===== src/rtl/kbd_matrix_queue.sv =====
// kbd_matrix_queue: turns PS/2 key events into an active-low COLS x ROWS key
// matrix. Mapped events are buffered in a FIFO and applied one at a time.
// Each applied event stays in effect for at least HOLD_CYCLES clocks, so the
// CPU scan cannot miss a fast press/release pair.
// Optional build macro: KBD_REPEAT_FILTER_EN drops typematic repeat presses
// before they reach the queue.
module kbd_matrix_queue #(
    parameter int COLS        = 15,
    parameter int ROWS        = 5,
    parameter int FIFO_DEPTH  = 8,
    parameter int HOLD_CYCLES = 100000,
    localparam int COL_W = (COLS > 1) ? $clog2(COLS) : 1,
    localparam int ROW_W = (ROWS > 1) ? $clog2(ROWS) : 1,
    localparam int LVL_W = $clog2(FIFO_DEPTH) + 1
) (
    input  logic             clk,
    input  logic             reset,
    input  logic [10:0]      ps2_key,
    input  logic [COL_W-1:0] column,
    output logic [ROWS-1:0]  row,
    output logic [8:0]       map_code,
    input  logic             map_valid,
    input  logic [COL_W-1:0] map_col,
    input  logic [ROW_W-1:0] map_row,
    output logic [LVL_W-1:0] fifo_level,
    output logic             overflow,
    output logic             busy
);

    localparam int PTR_W  = $clog2(FIFO_DEPTH);
    localparam int HOLD_W = (HOLD_CYCLES > 1) ? $clog2(HOLD_CYCLES) : 1;
    localparam int ENT_W  = 1 + COL_W + ROW_W;

    typedef enum logic {IDLE, HOLD} state_t;

    state_t             state, state_nxt;
    logic               strobe_q;
    logic               evt, col_ok, row_ok, repeat_hit;
    logic               push_req, push, pop, drop;
    logic               fifo_empty, fifo_full;
    logic [ENT_W-1:0]   fifo_mem [FIFO_DEPTH];
    logic [PTR_W-1:0]   wr_ptr, rd_ptr;
    logic [LVL_W-1:0]   level_q, level_nxt;
    logic [HOLD_W-1:0]  hold_cnt;
    logic               hold_done;
    logic               vld_p1;
    logic [ENT_W-1:0]   ent_p1;
    logic               ent_press_p1;
    logic [COL_W-1:0]   ent_col_p1;
    logic [ROW_W-1:0]   ent_row_p1;
    logic [ROWS-1:0]    matrix [COLS];

    assign map_code   = {ps2_key[8], ps2_key[7:0]};
    assign evt        = ps2_key[10] ^ strobe_q;
    assign col_ok     = int'(map_col) < COLS;
    assign row_ok     = int'(map_row) < ROWS;
    assign fifo_empty = (level_q == '0);
    assign fifo_full  = (level_q == LVL_W'(FIFO_DEPTH));
    assign hold_done  = (hold_cnt == '0);

    assign push_req  = evt && map_valid && col_ok && row_ok && !repeat_hit;
    // A full queue still accepts when the head leaves in the same cycle.
    assign push      = push_req && (!fifo_full || pop);
    assign drop      = push_req && fifo_full && !pop;
    assign level_nxt = level_q + LVL_W'(push) - LVL_W'(pop);

`ifdef KBD_REPEAT_FILTER_EN
    // Pressed state as it will be once every queued event has been applied.
    logic [ROWS-1:0] shadow [COLS];

    // Flag a press whose target key is already (or about to be) held.
    always_comb begin
        repeat_hit = 1'b0;
        for (int c = 0; c < COLS; c++) begin
            for (int r = 0; r < ROWS; r++) begin
                if (map_col == COL_W'(c) && map_row == ROW_W'(r) &&
                    ps2_key[9] && shadow[c][r]) begin
                    repeat_hit = 1'b1;
                end
            end
        end
    end

    // Track pressed state at push time so pending entries are accounted for.
    always_ff @(posedge clk) begin
        if (reset) begin
            for (int c = 0; c < COLS; c++) shadow[c] <= '0;
        end else if (push) begin
            for (int c = 0; c < COLS; c++) begin
                for (int r = 0; r < ROWS; r++) begin
                    if (map_col == COL_W'(c) && map_row == ROW_W'(r)) begin
                        shadow[c][r] <= ps2_key[9];
                    end
                end
            end
        end
    end
`else
    assign repeat_hit = 1'b0;
`endif

    // Strobe copy; loading it during reset suppresses a spurious first event.
    always_ff @(posedge clk) begin
        strobe_q <= ps2_key[10];
    end

    // Queue storage; contents need no reset because level_q gates them.
    always_ff @(posedge clk) begin
        if (push) fifo_mem[wr_ptr] <= {ps2_key[9], map_col, map_row};
    end

    // Queue pointers, level and the sticky/busy status flags.
    always_ff @(posedge clk) begin
        if (reset) begin
            wr_ptr   <= '0;
            rd_ptr   <= '0;
            level_q  <= '0;
            overflow <= 1'b0;
            busy     <= 1'b0;
        end else begin
            if (push) wr_ptr <= wr_ptr + PTR_W'(1);
            if (pop)  rd_ptr <= rd_ptr + PTR_W'(1);
            level_q <= level_nxt;
            if (drop) overflow <= 1'b1;
            busy <= (level_nxt != '0) || (state_nxt == HOLD);
        end
    end

    assign fifo_level = level_q;

    // FSM state register.
    always_ff @(posedge clk) begin
        if (reset) state <= IDLE;
        else       state <= state_nxt;
    end

    // FSM next state: stay in HOLD back-to-back while the queue has work.
    always_comb begin
        state_nxt = state;
        case (state)
            IDLE: if (!fifo_empty) state_nxt = HOLD;
            HOLD: if (hold_done && fifo_empty) state_nxt = IDLE;
            default: state_nxt = IDLE;
        endcase
    end

    // FSM outputs: pop when idle, or right as the previous hold expires.
    always_comb begin
        pop = 1'b0;
        case (state)
            IDLE:    pop = !fifo_empty;
            HOLD:    pop = hold_done && !fifo_empty;
            default: pop = 1'b0;
        endcase
    end

    // Hold timer: reloaded on every pop, counts down to zero in HOLD.
    always_ff @(posedge clk) begin
        if (reset) begin
            hold_cnt <= '0;
        end else if (pop) begin
            hold_cnt <= HOLD_W'(HOLD_CYCLES - 1);
        end else if (state == HOLD && !hold_done) begin
            hold_cnt <= hold_cnt - HOLD_W'(1);
        end
    end

    // Popped entry valid flag; one cycle between pop and matrix update.
    always_ff @(posedge clk) begin
        if (reset) vld_p1 <= 1'b0;
        else       vld_p1 <= pop;
    end

    // Popped entry payload.
    always_ff @(posedge clk) begin
        if (pop) ent_p1 <= fifo_mem[rd_ptr];
    end

    assign {ent_press_p1, ent_col_p1, ent_row_p1} = ent_p1;

    // Key matrix: active-low, the last applied event for a bit wins.
    always_ff @(posedge clk) begin
        if (reset) begin
            for (int c = 0; c < COLS; c++) matrix[c] <= '1;
        end else if (vld_p1) begin
            for (int c = 0; c < COLS; c++) begin
                for (int r = 0; r < ROWS; r++) begin
                    if (ent_col_p1 == COL_W'(c) && ent_row_p1 == ROW_W'(r)) begin
                        matrix[c][r] <= ~ent_press_p1;
                    end
                end
            end
        end
    end

    // Column read; an out-of-range column reads as all keys released.
    always_comb begin
        row = '1;
        for (int c = 0; c < COLS; c++) begin
            if (column == COL_W'(c)) row = matrix[c];
        end
    end

endmodule


===== config.mk =====
export PLATFORM = sky130hd
export DESIGN_NAME = kbd_matrix_queue
export DESIGN_NICKNAME = d
export VERILOG_FILES = /design/src/rtl/kbd_matrix_queue.sv
export SDC_FILE = /design/constraint.sdc
export NUM_CORES = 1
export LEC_CHECK = 0
export CAP_MARGIN = 20
export CORE_ASPECT_RATIO = 1.25
export CORE_MARGIN = 2
export CORE_UTILIZATION = 44
export CTS_BUF_LIST = sky130_fd_sc_hd__clkbuf_16
export CTS_CLUSTER_SIZE = 40
export DETAILED_ROUTE_END_ITERATION = 12
export REMOVE_ABC_BUFFERS = 1
export SLEW_MARGIN = 0
export SYNTH_ARGS = -nofsm -noshare
export SYNTH_HDL_FRONTEND = slang
export SYNTH_SLANG_ARGS = --single-unit

===== constraint.sdc =====
create_clock -name clk -period 3.5 [get_ports clk]
set_clock_uncertainty 0.15 [all_clocks]
set_input_delay 0.525 -clock clk [delete_from_list [all_inputs] [get_ports clk]]
set_output_delay 0.525 -clock clk [all_outputs]
set_load 0.005 [all_outputs]

==> results of run 1 <==
how the worst max path moves through the flow:
| stage | startpoint | endpoint | slack, ns | cells past startpoint |
|---|---|---|---|---|
| floorplan | hold_cnt[0] | fifo_mem[0][0] | 0.60 | 7 |
| global placement | column[0] | row[2] | 0.10 | 8 |
| detailed placement | column[0] | row[3] | 0.09 | 8 |
| CTS | column[0] | row[3] | 0.08 | 8 |
| global route | column[0] | row[3] | 0.0007 | 8 |
| finish | column[0] | row[3] | 0.11 | 8 |
routing by layer:
metal	routed length [µm]	vias to the layer above	track usage (%)
met3	740	29	4.33
met1	7310	2730	22.1
met2	10100	149	34.2
met4	428	0	6.99
li1	-	2579	-
met5	0	-	0
critical path: stages:
cell	delay, ns
clkdlybuf4s50_1	0.51
buf_12	0.17
mux4_2	0.52
mux2i_1	0.17
a21oi_1	0.11
a41oi_1	0.19
a31oi_1	0.07
clkdlybuf4s50_1	0.45
through the flow:
| step | instance area [µm²] | worst slack [ns] | utilization, % |
|---|---|---|---|
| floorplan | 8210 | 0.598 | - |
| global placement | 9060 | 0.101 | 48.1 |
| detailed placement | 9060 | 0.0865 | 48.1 |
| CTS | 9610 | 0.0826 | 51.0 |
| global route | 9610 | 0.000686 | 51.0 |
| finish | 9610 | 0.108 | 51.0 |
layout by cell type, fill, tap and decap left out, types with 7 or more instances in the layout:
| master | instances |
|---|---|
| a211oi_1 | 9 |
| a21o_1 | 64 |
| a21oi_1 | 14 |
| buf_4 | 33 |
| clkbuf_16 | 17 |
| clkdlybuf4s50_1 | 25 |
| dfxtp_1 | 32 |
| edfxtp_1 | 147 |
| ha_1 | 9 |
| inv_1 | 14 |
| inv_6 | 7 |
| mux2_2 | 11 |
| mux4_2 | 23 |
| nand2_1 | 65 |
| nand2b_1 | 15 |
| nand3_1 | 10 |
| nor2_1 | 36 |
| nor2b_1 | 8 |
| nor3_1 | 28 |
| o21ai_0 | 9 |
| o21bai_1 | 16 |
| o22ai_1 | 7 |
| xnor2_1 | 9 |
kinds of logic (layout without fill, tap and decap cells):
| family | after synthesis | after routing | share of synthesized area, % |
|---|---|---|---|
| buffers and inverters | 67 | 106 | 3.58 |
| and+or+nand+nor | 206 | 206 | 12.3 |
| DFF | 179 | 179 | 59.7 |
| AOI/OAI and AO/OA | 155 | 155 | 13.3 |
| muxes | 41 | 41 | 8.44 |
| adders and majority gates | 10 | 10 | 1.57 |
| xor gates and xnor gates | 10 | 10 | 1.03 |
where the power goes:
group          total [µW]  internal (µW)  switching (µW)
clock network        1780            928             849
registers            2800           2560             233
logic                1540            656             882
total                6110           4150            1960
cell type report:
cell class / count / area [µm²] / area share [%]
multi-input cells: 422 / 3110 / 32.4
flip-flops and latches: 179 / 5050 / 52.6
well taps: 232 / 290 / 3.02
clock inverters: 15 / 120 / 1.25
inverters: 13 / 48.8 / 0.508
repair buffers: 61 / 558 / 5.81
clock buffers: 17 / 425 / 4.43
sequential cells by signal (all words and copies together) (netlist names):
| name | cells |
|---|---|
| rd_ptr | 3 |
| fifo_mem | 64 |
| wr_ptr | 3 |
| state | 1 |
| strobe_q | 1 |
| fifo_level | 4 |
| overflow | 1 |
| vld_p1 | 1 |
| busy | 1 |
| matrix | 75 |
| hold_cnt | 17 |
| ent_p1 | 8 |
==> reports/results.txt, run 1 <==
Yosys cell types: 69
Crit Path Class: in -> out
largest net degree at the start of global routing: 76
P_leak: 0.00328 µW
ys flop type: edfxtp_1
Num CTS Buffers: 17
FFs w/ async S/R, synth: 0%
Power Density: 636 nW/µm²
total track usage: 19.0%
Post-CTS Resized: 0
cell area after synthesis: 8470 µm²
Area growth, synth to finish: 13.5%
Layout Cells excl Fill: 939
drt total wl: 18.6 mm
Critical Path AT: 2.72 ns
vias post-DR: 5,487
Synth Instances: 668
Root Driver: clkbuf_16
max_cap viols: 0
R2R setup slack: 0.41 ns
Post-Place Cells: 907
capture point of the worst reg-to-reg path: busy
vias in the first global route: 5,614
Min-Delay Startpoint: overflow
fin. max-slew vios: 0
Synth area leader: edfxtp_1
clk_lat worst skew: 0.43 ns
ranking of synthesized cells by area: edfxtp_1 52%, dfxtp_1 7.6%, mux4_2 6.1%, a21o_1 5.7%, nand2_1 2.9%
Placer Congestion: 0.861
Setup violations, final: 0
DRC: 0
final hold vios: 0
Final HPWL DP: 12.9 mm
most common cell in the netlist: edfxtp_1
Slew HR: 31.0%
R2R Path Start: hold_cnt[0]
status: complete, no violations
core area: 18,800 µm²
critical path launch point type: input pin
fillers: 1,610
final setup TNS: 0 ns
Worst Hold Path EP: overflow
class of the worst hold path: reg -> reg
Vias per Instance: 5.84
CTS max path bufs: 2
NumNets Final: 729
crit share post-route: 96.9%
Die Wd: 128 µm
Synth top cells by count: 147 x edfxtp_1, 65 x nand2_1, 64 x a21o_1
Max VDD drop: 0.000430 V
DR pass1 iterations: 5
hold depth: 2
FF-to-FF path depth: 12
I/O Pins: 45
per-cell routed wire length: 19.8 µm
share of the synthesized area in the top cell type: 52.1%
drt initial violations: 416
GR Overflow Total: 0
DRT antenna net count: 0
initial antenna violation count: 0
Power Total: 6110 µW
post-CTS setup buffer count: 0
YS warnings: 0
fin crit period: 3.39 ns
Mean Syn Cell Area: 12.7 µm²
Die Y: 159 µm
clock slew seen by the registers of the worst setup and hold paths: 0.07 ns
CTS Hold Bufs: 0
Worst-Margin Slew: 1.03 ns
fmax: 0.295 GHz
Port-buffer cells: 26
Site Rows: 56
wire length of the first global-routing pass: 29.7 mm
layout cells sized above 1: 17.0%
required time of the critical path: 2.82 ns
EDFF count, synth: 147
Fin Hold WS: 0.327 ns
CP max FO: 15
H-tree lvl count: 4
register area share after synthesis: 59.7%
Sink Count: 179
crit path capture type: primary output
Initial Util: 44.9%
unrepaired setup endpoints after global routing: no
#FFs+latches synth: 179
CTS tree: built
diode count: 0
Die Area: 20,400 µm²
(Power assumes the default switching activity.)
==> run 2: changes to the inputs <==
CTS_CLUSTER_SIZE = 25   (was 40)
SKIP_LAST_GASP = 1   (was unset)
==> results of run 2 <==
Same layout as run 1: the final DEF is identical, and so are final timing and power.
